==> src/rtl/ecc_pmul_responder.sv <==
// Double-and-add scalar multiplication sequencer driving an external GF point-op unit.
// Optional abort support is compiled in with the ECC_ABORT_EN macro.
module ecc_pmul_responder (
    input  logic         clk,
    input  logic         rst,
    input  logic         estart,
    input  logic [162:0] k,
    input  logic [163:0] Px,
    input  logic [163:0] Py,
    output logic         op_valid,
    output logic         op_code,
    output logic [163:0] op_ax,
    output logic [163:0] op_ay,
    output logic [163:0] op_bx,
    output logic [163:0] op_by,
    input  logic         op_ready,
    input  logic         res_valid,
    input  logic [163:0] res_x,
    input  logic [163:0] res_y,
    output logic [163:0] Pox,
    output logic [163:0] Poy,
    output logic         Pinf,
    output logic         edone,
    output logic         busy
);

    typedef enum logic [3:0] {
        S_IDLE,
        S_LOAD,
        S_STEP,
        S_DBL_REQ,
        S_DBL_WAIT,
        S_ADD_CHK,
        S_ADD_REQ,
        S_ADD_WAIT,
        S_DONE,
        S_HOLD
    } state_t;

    localparam logic OP_DOUBLE = 1'b0;
    localparam logic OP_ADD    = 1'b1;

    state_t         state_q;
    logic [162:0]   k_q;
    logic [163:0]   px_q;
    logic [163:0]   py_q;
    logic [163:0]   acc_x_q;
    logic [163:0]   acc_y_q;
    logic           acc_inf_q;
    logic [7:0]     idx_q;

    logic           op_valid_q;
    logic           op_code_q;
    logic [163:0]   op_ax_q;
    logic [163:0]   op_ay_q;
    logic [163:0]   op_bx_q;
    logic [163:0]   op_by_q;
    logic [163:0]   pox_q;
    logic [163:0]   poy_q;
    logic           pinf_q;
    logic           edone_q;

    logic           k_bit_d;
    logic [163:0]   chk_x_d;
    logic [163:0]   chk_y_d;
    logic           chk_inf_d;
    logic           abort_now;
    logic           abort_wait;

`ifdef ECC_ABORT_EN
    // Remembers an estart drop seen while a GF op is in flight; honoured at res_valid.
    logic           abort_q;

    assign abort_now  = ~estart;
    assign abort_wait = abort_q | ~estart;

    always_ff @(posedge clk) begin
        if (rst) begin
            abort_q <= 1'b0;
        end else if (state_q == S_LOAD) begin
            abort_q <= 1'b0;
        end else if ((state_q == S_DBL_WAIT || state_q == S_ADD_WAIT) && !estart) begin
            abort_q <= 1'b1;
        end
    end
`else
    assign abort_now  = 1'b0;
    assign abort_wait = 1'b0;
`endif

    // Accumulator value after an op-free ADD_CHK: either unchanged or loaded with P.
    always_comb begin
        k_bit_d   = k_q[idx_q];
        chk_inf_d = acc_inf_q & ~k_bit_d;
        chk_x_d   = acc_x_q;
        chk_y_d   = acc_y_q;
        if (k_bit_d && acc_inf_q) begin
            chk_x_d = px_q;
            chk_y_d = py_q;
        end
    end

    always_ff @(posedge clk) begin
        if (rst) begin
            state_q    <= S_IDLE;
            k_q        <= '0;
            px_q       <= '0;
            py_q       <= '0;
            acc_x_q    <= '0;
            acc_y_q    <= '0;
            acc_inf_q  <= 1'b1;
            idx_q      <= '0;
            op_valid_q <= 1'b0;
            op_code_q  <= 1'b0;
            op_ax_q    <= '0;
            op_ay_q    <= '0;
            op_bx_q    <= '0;
            op_by_q    <= '0;
            pox_q      <= '0;
            poy_q      <= '0;
            pinf_q     <= 1'b0;
            edone_q    <= 1'b0;
        end else begin
            edone_q <= 1'b0;
            case (state_q)
                S_IDLE: begin
                    if (estart) begin
                        state_q <= S_LOAD;
                    end
                end

                S_LOAD: begin
                    k_q       <= k;
                    px_q      <= Px;
                    py_q      <= Py;
                    acc_x_q   <= '0;
                    acc_y_q   <= '0;
                    acc_inf_q <= 1'b1;
                    idx_q     <= 8'd162;
                    state_q   <= S_STEP;
                end

                S_STEP: begin
                    if (abort_now) begin
                        state_q <= S_IDLE;
                    end else if (acc_inf_q) begin
                        state_q <= S_ADD_CHK;
                    end else begin
                        op_valid_q <= 1'b1;
                        op_code_q  <= OP_DOUBLE;
                        op_ax_q    <= acc_x_q;
                        op_ay_q    <= acc_y_q;
                        op_bx_q    <= px_q;
                        op_by_q    <= py_q;
                        state_q    <= S_DBL_REQ;
                    end
                end

                S_DBL_REQ, S_ADD_REQ: begin
                    if (abort_now) begin
                        op_valid_q <= 1'b0;
                        state_q    <= S_IDLE;
                    end else if (op_ready) begin
                        op_valid_q <= 1'b0;
                        state_q    <= (state_q == S_DBL_REQ) ? S_DBL_WAIT : S_ADD_WAIT;
                    end
                end

                S_DBL_WAIT: begin
                    if (res_valid) begin
                        if (abort_wait) begin
                            state_q <= S_IDLE;
                        end else begin
                            acc_x_q <= res_x;
                            acc_y_q <= res_y;
                            state_q <= S_ADD_CHK;
                        end
                    end
                end

                S_ADD_CHK: begin
                    if (abort_now) begin
                        state_q <= S_IDLE;
                    end else if (k_bit_d && !acc_inf_q) begin
                        op_valid_q <= 1'b1;
                        op_code_q  <= OP_ADD;
                        op_ax_q    <= acc_x_q;
                        op_ay_q    <= acc_y_q;
                        op_bx_q    <= px_q;
                        op_by_q    <= py_q;
                        state_q    <= S_ADD_REQ;
                    end else begin
                        acc_x_q   <= chk_x_d;
                        acc_y_q   <= chk_y_d;
                        acc_inf_q <= chk_inf_d;
                        if (idx_q == 8'd0) begin
                            // Result registers load on entry so edone coincides with valid data.
                            pox_q   <= chk_inf_d ? '0 : chk_x_d;
                            poy_q   <= chk_inf_d ? '0 : chk_y_d;
                            pinf_q  <= chk_inf_d;
                            edone_q <= 1'b1;
                            state_q <= S_DONE;
                        end else begin
                            idx_q   <= idx_q - 8'd1;
                            state_q <= S_STEP;
                        end
                    end
                end

                S_ADD_WAIT: begin
                    if (res_valid) begin
                        if (abort_wait) begin
                            state_q <= S_IDLE;
                        end else begin
                            acc_x_q   <= res_x;
                            acc_y_q   <= res_y;
                            acc_inf_q <= 1'b0;
                            if (idx_q == 8'd0) begin
                                pox_q   <= res_x;
                                poy_q   <= res_y;
                                pinf_q  <= 1'b0;
                                edone_q <= 1'b1;
                                state_q <= S_DONE;
                            end else begin
                                idx_q   <= idx_q - 8'd1;
                                state_q <= S_STEP;
                            end
                        end
                    end
                end

                S_DONE: begin
                    state_q <= S_HOLD;
                end

                S_HOLD: begin
                    if (!estart) begin
                        state_q <= S_IDLE;
                    end
                end

                default: begin
                    state_q <= S_IDLE;
                end
            endcase
        end
    end

    assign op_valid = op_valid_q;
    assign op_code  = op_code_q;
    assign op_ax    = op_ax_q;
    assign op_ay    = op_ay_q;
    assign op_bx    = op_bx_q;
    assign op_by    = op_by_q;
    assign Pox      = pox_q;
    assign Poy      = poy_q;
    assign Pinf     = pinf_q;
    assign edone    = edone_q;
    assign busy     = (state_q != S_IDLE);

endmodule
==> config.mk <==
export PLATFORM = sky130hd
export DESIGN_NAME = ecc_pmul_responder
export DESIGN_NICKNAME = d
export VERILOG_FILES = /design/src/rtl/ecc_pmul_responder.sv
export SDC_FILE = /design/constraint.sdc
export NUM_CORES = 2
export LEC_CHECK = 0
export ABC_AREA = 1
export CAP_MARGIN = 5
export CORE_AREA = 2 2 714 716
export CTS_CLUSTER_SIZE = 30
export DETAILED_ROUTE_END_ITERATION = 12
export DIE_AREA = 0 0 716 718
export DONT_BUFFER_PORTS = 1
export PLACE_DENSITY_LB_ADDON = 0.15
export SYNTH_ARGS = -nofsm -noshare
export SYNTH_HDL_FRONTEND = slang
export SYNTH_SLANG_ARGS = --single-unit
export TNS_END_PERCENT = 20
==> constraint.sdc <==
create_clock -name clk -period 6 [get_ports clk]
set_input_delay 0.3 -clock clk [delete_from_list [all_inputs] [get_ports clk]]
set_output_delay 0.3 -clock clk [all_outputs]
set_load 0.02 [all_outputs]
=== Yosys cells after proc, flatten, opt, wreduce, memory -nomap -nowiden ===
Index checks and enable logic that the tools add are counted.

* Order comparisons: 1
* Reductions and logical operators: 19
* Bitwise logic cells: 2
* Add/sub/neg operators: 1
* Multiplexer cells: 66
* Equality and inequality tests: 20

{| class="wikitable"
|+ Operators with widths
! kind !! number
|-
| two-way mux 164 bit || 24
|-
| case mux 164 bit (2 select lines) || 6
|-
| case mux 164 bit (3 select lines) || 2
|-
| case mux 4 bit (9 select lines) || 1
|-
| two-way mux 4 bit || 7
|-
| two-way mux 8 bit || 3
|-
| case mux 8 bit (3 select lines) || 1
|-
| != test 2 bit, second input constant || 10
|-
| equality test 4 x 3 -> 1 bit, second input constant || 4
|-
| two-way mux 1 bit || 14
|-
| AND reduction 5 bit || 2
|-
| less-than comparator 8 x 9 -> 1 bit, second input constant || 1
|-
| AND reduction 3 bit || 3
|-
| nonzero test 3 bit || 3
|-
| binary-select mux 1 bit (select 8 bit) || 1
|-
| equality test 4 x 2 -> 1 bit, second input constant || 2
|-
| equality test 4 bit, second input constant || 2
|-
| logical NOT 8 bit || 1
|-
| subtractor 8 x 1 -> 8 bit, second input constant || 1
|-
| case mux 1 bit (2 select lines) || 3
|-
| case mux 1 bit (3 select lines) || 2
|-
| equality test 4 x 1 -> 1 bit, second input constant || 1
|-
| logical NOT 4 bit || 1
|-
| AND reduction 4 bit || 1
|-
| 10 further kinds || 13
|}

* Output and inout port bits: 989
* Word-level logic and storage cells: 127
* Flip-flop bits (word level): 1820
* Input port bits: 824

=== Depth between registers and ports, before layout ===
* Word-level depth: 8
* Depth in mapped cells: 23
* Gate-level depth less buffers: 18

=== Worst setup path after synthesis ===
No wires, ideal clock.

* Kind: register to register
* Start: register idx_q[1]
* End: register pox_q[37] (netlist: Pox[37])
* Data required time: 5.888 ns
* Path buffers: 4
* Slack: 3.370 ns
* Period minus slack after synthesis: 2.630 ns
* Cell stages (with the launch flop): 14
* Library setup time: 0.112 ns
* Data arrival time: 2.519 ns
* Cells stage by stage: dfxtp_1 > buf_2 > inv_2 > clkbuf_1 > ha_1 > inv_1 > nor3_1 > nand2_1 > nor2_1 > clkbuf_1 > buf_1 > nand4_1 > nor2_1 > nor2_1

* Word-level cells in the longest chain between the ends: 8
* Elaborated cells on any way between the ends: 16
* Those cells by class: eq/ne (3); mux (7); bitwise (2); reduce/logical (4)

{| class="wikitable"
|+ RTL lines
! item !! line !! RTL
|-
| from (decl) || 50 || <nowiki>logic [7:0] idx_q;</nowiki>
|-
| from (signal assigned) || 204 || <nowiki>idx_q <= idx_q - 8'd1;</nowiki>
|-
| from (signal assigned) || 225 || <nowiki>idx_q <= idx_q - 8'd1;</nowiki>
|-
| binary-select mux 1 bit (select 8 bit) || 93 || <nowiki>k_bit_d = k_q[idx_q];</nowiki>
|-
| two-way mux 1 bit (implied by the code) || 93 ||
|-
| logical AND 1 bit / NOT 1 bit (equally long branches) || 97, 94 ||
|-
| two-way mux 164 bit / AND 1 bit (equally long branches) || 97, 94 ||
|-
| two-way mux 164 bit || 198 || <nowiki>pox_q <= chk_inf_d ? '0 : chk_x_d;</nowiki>
|-
| two-way mux 164 bit || 196 || <nowiki>if (idx_q == 8'd0) begin</nowiki>
|-
| two-way mux 164 bit || 184 || <nowiki>end else if (k_bit_d && !acc_inf_q) begin</nowiki>
|-
| case mux 164 bit (2 select lines) || 125 || <nowiki>case (state_q)</nowiki>
|-
| to (signal assigned) || 198 ||
|-
| to (signal assigned) || 219 || <nowiki>pox_q <= res_x;</nowiki>
|-
| to (decl) || 58 || <nowiki>logic [163:0] pox_q;</nowiki>
|}

Parallel ways exist; a longest one is shown, timed or not. The select of a mux whose other input is x is not followed.
A chain may end at the register's enable or synchronous reset.

=== Worst setup path in the final report ===
* Start: register idx_q[0]
* End: register op_bx_q[105] (netlist: op_bx[105])

* Word-level cells in the longest chain between the ends: 5

{| class="wikitable"
|+ RTL lines
! item !! line !! RTL
|-
| binary-select mux 1 bit (select 8 bit) || 93 ||
|-
| two-way mux 1 bit (implied by the code) || 93 ||
|-
| logical AND 1 bit || 184 ||
|-
| != test 2 bit (no source line) || -- ||
|-
| AND reduction 3 bit (no source line) || -- ||
|-
| to (signal assigned) || 153 || <nowiki>op_bx_q <= px_q;</nowiki>
|-
| to (signal assigned) || 189 || <nowiki>op_bx_q <= px_q;</nowiki>
|-
| to (decl) || 56 || <nowiki>logic [163:0] op_bx_q;</nowiki>
|}

Every way passes these cells. The select of a mux whose other input is x is not followed.

==> run summary <==
The flow ran to the end, and the final reports show no timing, DRC or antenna violations. The floorplan die width is 716 um. The run gives 0 as the number of failing hold endpoints at the final stage.

The worst min-delay path category is in2reg. In the routed layout, each cell is associated on average with a via count of 4.10. After synthesis, the netlist uses 26 different library cells.

The biggest fanout along the worst timing path works out to 45. The post-CTS clock slew at the launch and capture registers of the worst setup and hold paths works out to 60 ps. The later pin in the worst-skew pair is clocked with a latency of 1010 ps. Buffers added to address setup during post-CTS repair amount to 0. The initial utilization of the core area, before any placement, comes to 17.2%. Across every metal layer, demand over resource in global routing totals 19.9%. The tools report the number of global-route vias before repair as 85200.

In this run the remaining antenna-violating nets after routing total 0. The number of nets in the synthesized netlist is 15200. TritonCTS built the clock tree.

The final net count is 15600. Setup violations remaining at the end of the flow were counted as 0. Based on the critical path, the design can be clocked at up to 0.236 GHz. The half-perimeter wire length after detailed placement is 384 mm. In this run the most used layer during global routing was met2.

The worst path needs 4230 ps of the cycle, external delays included. The tools report the number of fillers in the final layout as 58200. VDD sags by at most 0.279 mV. Data on the critical path arrives at its endpoint at 5070 ps. The row count was 262; the first-pass iteration count of the detailed router was 6.

1813 I/O pins were placed. The die is 718 um tall. After detailed placement, the design holds a cell count of 20300. In the final timing run, aggregate negative setup slack is 0 ps. The root buffer cell chosen for the clock tree is sky130_fd_sc_hd__clkbuf_16. Number of antenna violations at the first check in global routing: 214. The analysis attributes to cell leakage a power of 51.4 nW. The count of non-filler cells in the finished layout was 21800. The run gives 0 as the number of maximum-capacitance violations. The core region is 507000 um2. The fraction of registers with async set or reset after synthesis is 0%.

Kind of critical path: reg2reg. The met3 track utilization from global routing was 5.72%; the routability congestion estimate from global placement was 0.836. Counting the buffers created by CTS gives 245.

The first routing iteration left 5918 violations. The tools report the level count of the clock H-tree as 4. The dominant synthesized flop cell is sky130_fd_sc_hd__dfxtp_1. Averaged over all synthesized cells, the footprint is 6.08 um2. Sequential element share of the synthesized area: 41.8%. Leaving out fill and tap cells, the most frequent cell in the layout is sky130_fd_sc_hd__nand2_1. Number of enable flip-flop cells after synthesis: 0. The ratio of cells with drive above 1 in the final layout came out at 4.04%. After detailed routing, the average wire length per cell comes to 24.6 um.

The post-place setup slack is 1700 ps. Sort of element at the start of the critical path: a register. The final worst clock skew is 102 ps. Die footprint: 514000 um2. Entering global routing, the biggest net connects 184 pins. The post-CTS resize count was 0; the synthesis-to-layout area growth was 28.1%. Summed over all layers, the routed wires come to 535 mm. In this run the tightest slew margin relative to its limit is 21.6%.

STA puts the critical path data required time at 6840 ps. For this run, the number of Yosys warnings is 0. Leaving out fill and tap cells, the most frequent cells in the layout are 4162 x sky130_fd_sc_hd__nand2_1, 3509 x sky130_fd_sc_hd__nor2_1, 1818 x sky130_fd_sc_hd__dfxtp_1, 1780 x sky130_fd_sc_hd__inv_1, 949 x sky130_fd_sc_hd__dlygate4sd3_1.

The period utilization was 70.5%. The number of synthesized register bits was 1820; the synthesized cell area was 87200 um2. The run gives 1820 as the number of sinks on the clock net.

Setup slack closes at 1770 ps. For the DRC violations left, the log shows 0. The clock passes through at most 4 buffers. Final max-slew violation count: 0. The tools report the gate count after technology mapping as 14300. The measured slew at the worst slew-check pin came out at 1180 ps. The kind of end point of the critical path was a register. The tools report the total congestion overflow after global routing as 0. The first global-routing pass estimated 730 mm of wire.

The count of input and output buffers came out at 0. For this block, the via count after detailed routing is 89200. The total power density per cell area is 376 nW/um2, and the met2 track demand over resource is 35.3%. Global routing used 22.6% of the available met1 tracks. Setup repair after global routing left no endpoint under its margin.
## synth_stat cells (9+ instances only)
cell type | n | area [um2]
sky130_fd_sc_hd__a21oi_1 | 439 | 2200
sky130_fd_sc_hd__clkbuf_1 | 570 | 2140
sky130_fd_sc_hd__dfxtp_1 | 1820 | 36400
sky130_fd_sc_hd__buf_1 | 68 | 255
sky130_fd_sc_hd__inv_1 | 1780 | 6680
sky130_fd_sc_hd__buf_4 | 58 | 435
sky130_fd_sc_hd__nand3_1 | 733 | 3670
sky130_fd_sc_hd__nand2_1 | 4165 | 15600
sky130_fd_sc_hd__o21ai_1 | 15 | 75.1
sky130_fd_sc_hd__o211ai_1 | 9 | 67.6
sky130_fd_sc_hd__nand4_1 | 332 | 2080
sky130_fd_sc_hd__nor2_1 | 3512 | 13200
sky130_fd_sc_hd__o21ai_0 | 514 | 2570
sky130_fd_sc_hd__buf_6 | 17 | 191
sky130_fd_sc_hd__buf_2 | 284 | 1420
## cells by family after synthesis
| family | share of synthesized area, % |
|---|---|
| simple gates | 39.7 |
| xor+xnor | 0.0201 |
| fa+ha+maj | 0.0143 |
| compound gates | 5.69 |
| buf+inv | 12.8 |
| flops | 41.8 |
## report_power, final
| part | switching, mW | internal, mW |
|---|---|---|
| registers | 2.44 | 13.7 |
| logic | 7.33 | 3.27 |
| clock network | 6.44 | 8.76 |
## per-layer routing
| layer | up-vias | share of wire [%] |
|---|---|---|
| met3 | 795 | 7.4 |
| met5 | - | 0.088 |
| li1 | 44100 | - |
| met4 | 74 | 4.4 |
| met2 | 2560 | 49 |
| met1 | 41700 | 39 |
## timing repair
item                                     CTS  global route
endpoints found under the setup margin     0             0
hold buffers                             950             0
hold endpoints to repair                1174             0
## critical path: stages, from the launching register on
cell,delay (ps)
sky130_fd_sc_hd__dfxtp_4,360
sky130_fd_sc_hd__inv_2,160
sky130_fd_sc_hd__buf_12,260
sky130_fd_sc_hd__nand2_1,140
sky130_fd_sc_hd__nand3_1,90
sky130_fd_sc_hd__nand2_1,110
sky130_fd_sc_hd__nand2_1,70
sky130_fd_sc_hd__nand2_1,60
sky130_fd_sc_hd__inv_1,50
sky130_fd_sc_hd__nand2_1,60
sky130_fd_sc_hd__nand2_1,50
sky130_fd_sc_hd__nand2_1,50
sky130_fd_sc_hd__o21ai_1,320
sky130_fd_sc_hd__nand3_4,270
sky130_fd_sc_hd__nand2_1,150
sky130_fd_sc_hd__nand2_1,110
sky130_fd_sc_hd__nand3_4,360
sky130_fd_sc_hd__buf_12,330
sky130_fd_sc_hd__buf_12,230
sky130_fd_sc_hd__buf_12,240
sky130_fd_sc_hd__nand2_1,160
sky130_fd_sc_hd__nand2_1,230
sky130_fd_sc_hd__nor2_1,60
## flip-flops by register name (all words and copies together) (netlist names), 4 cells and up
signal   flops
Poy        164
Pox        164
acc_x_q    164
op_ay      164
op_by      164
py_q       164
op_bx      164
k_q        163
op_ax      164
acc_y_q    164
state_q      4
px_q       164
idx_q        8
## metrics by stage
step           power, mW  hold WS, ps  util, %  instance area (um2)
6_report            42.0         63.2     22.0               112000
5_1_grt             44.4         22.8     22.0               112000
4_1_cts             42.7        0.405     22.0               111000
3_5_place_dp        26.4          445     18.5                93900
3_3_place_gp        26.5          441     18.5                93900
2_1_floorplan       22.0          424        -                87200
## path summary, 6_finish.rpt
check | from | end | slack, ps | depth (start not counted)
setup reg to reg | idx_q[0]$_SDFFE_PP0P_ | op_bx[105]$_SDFFE_PP0P_ | 1770 | 22
hold / removal | Px[35] | px_q[35]$_SDFFE_PP0P_ | 60 | 2
setup / recovery | idx_q[0]$_SDFFE_PP0P_ | op_bx[105]$_SDFFE_PP0P_ | 1770 | 22
hold reg to reg | acc_y_q[4]$_SDFFE_PP0P_ | op_ay[4]$_SDFFE_PP0P_ | 410 | 2
## area by class of cell
cell class                 instances  area, um2  share of cell area [%]
sequential                      1820      36400                    32.6
clock buffer                     354       7060                    6.33
multi-input combinational       9736      39700                    35.6
tap                             6732       8420                    7.54
inverter                        1788       6730                    6.03
timing repair buffer            1157      12100                    10.8
clock inverter                    79        945                   0.846
antenna                           92        230                   0.206
No activity file was read; power rests on OpenSTA's default activity.
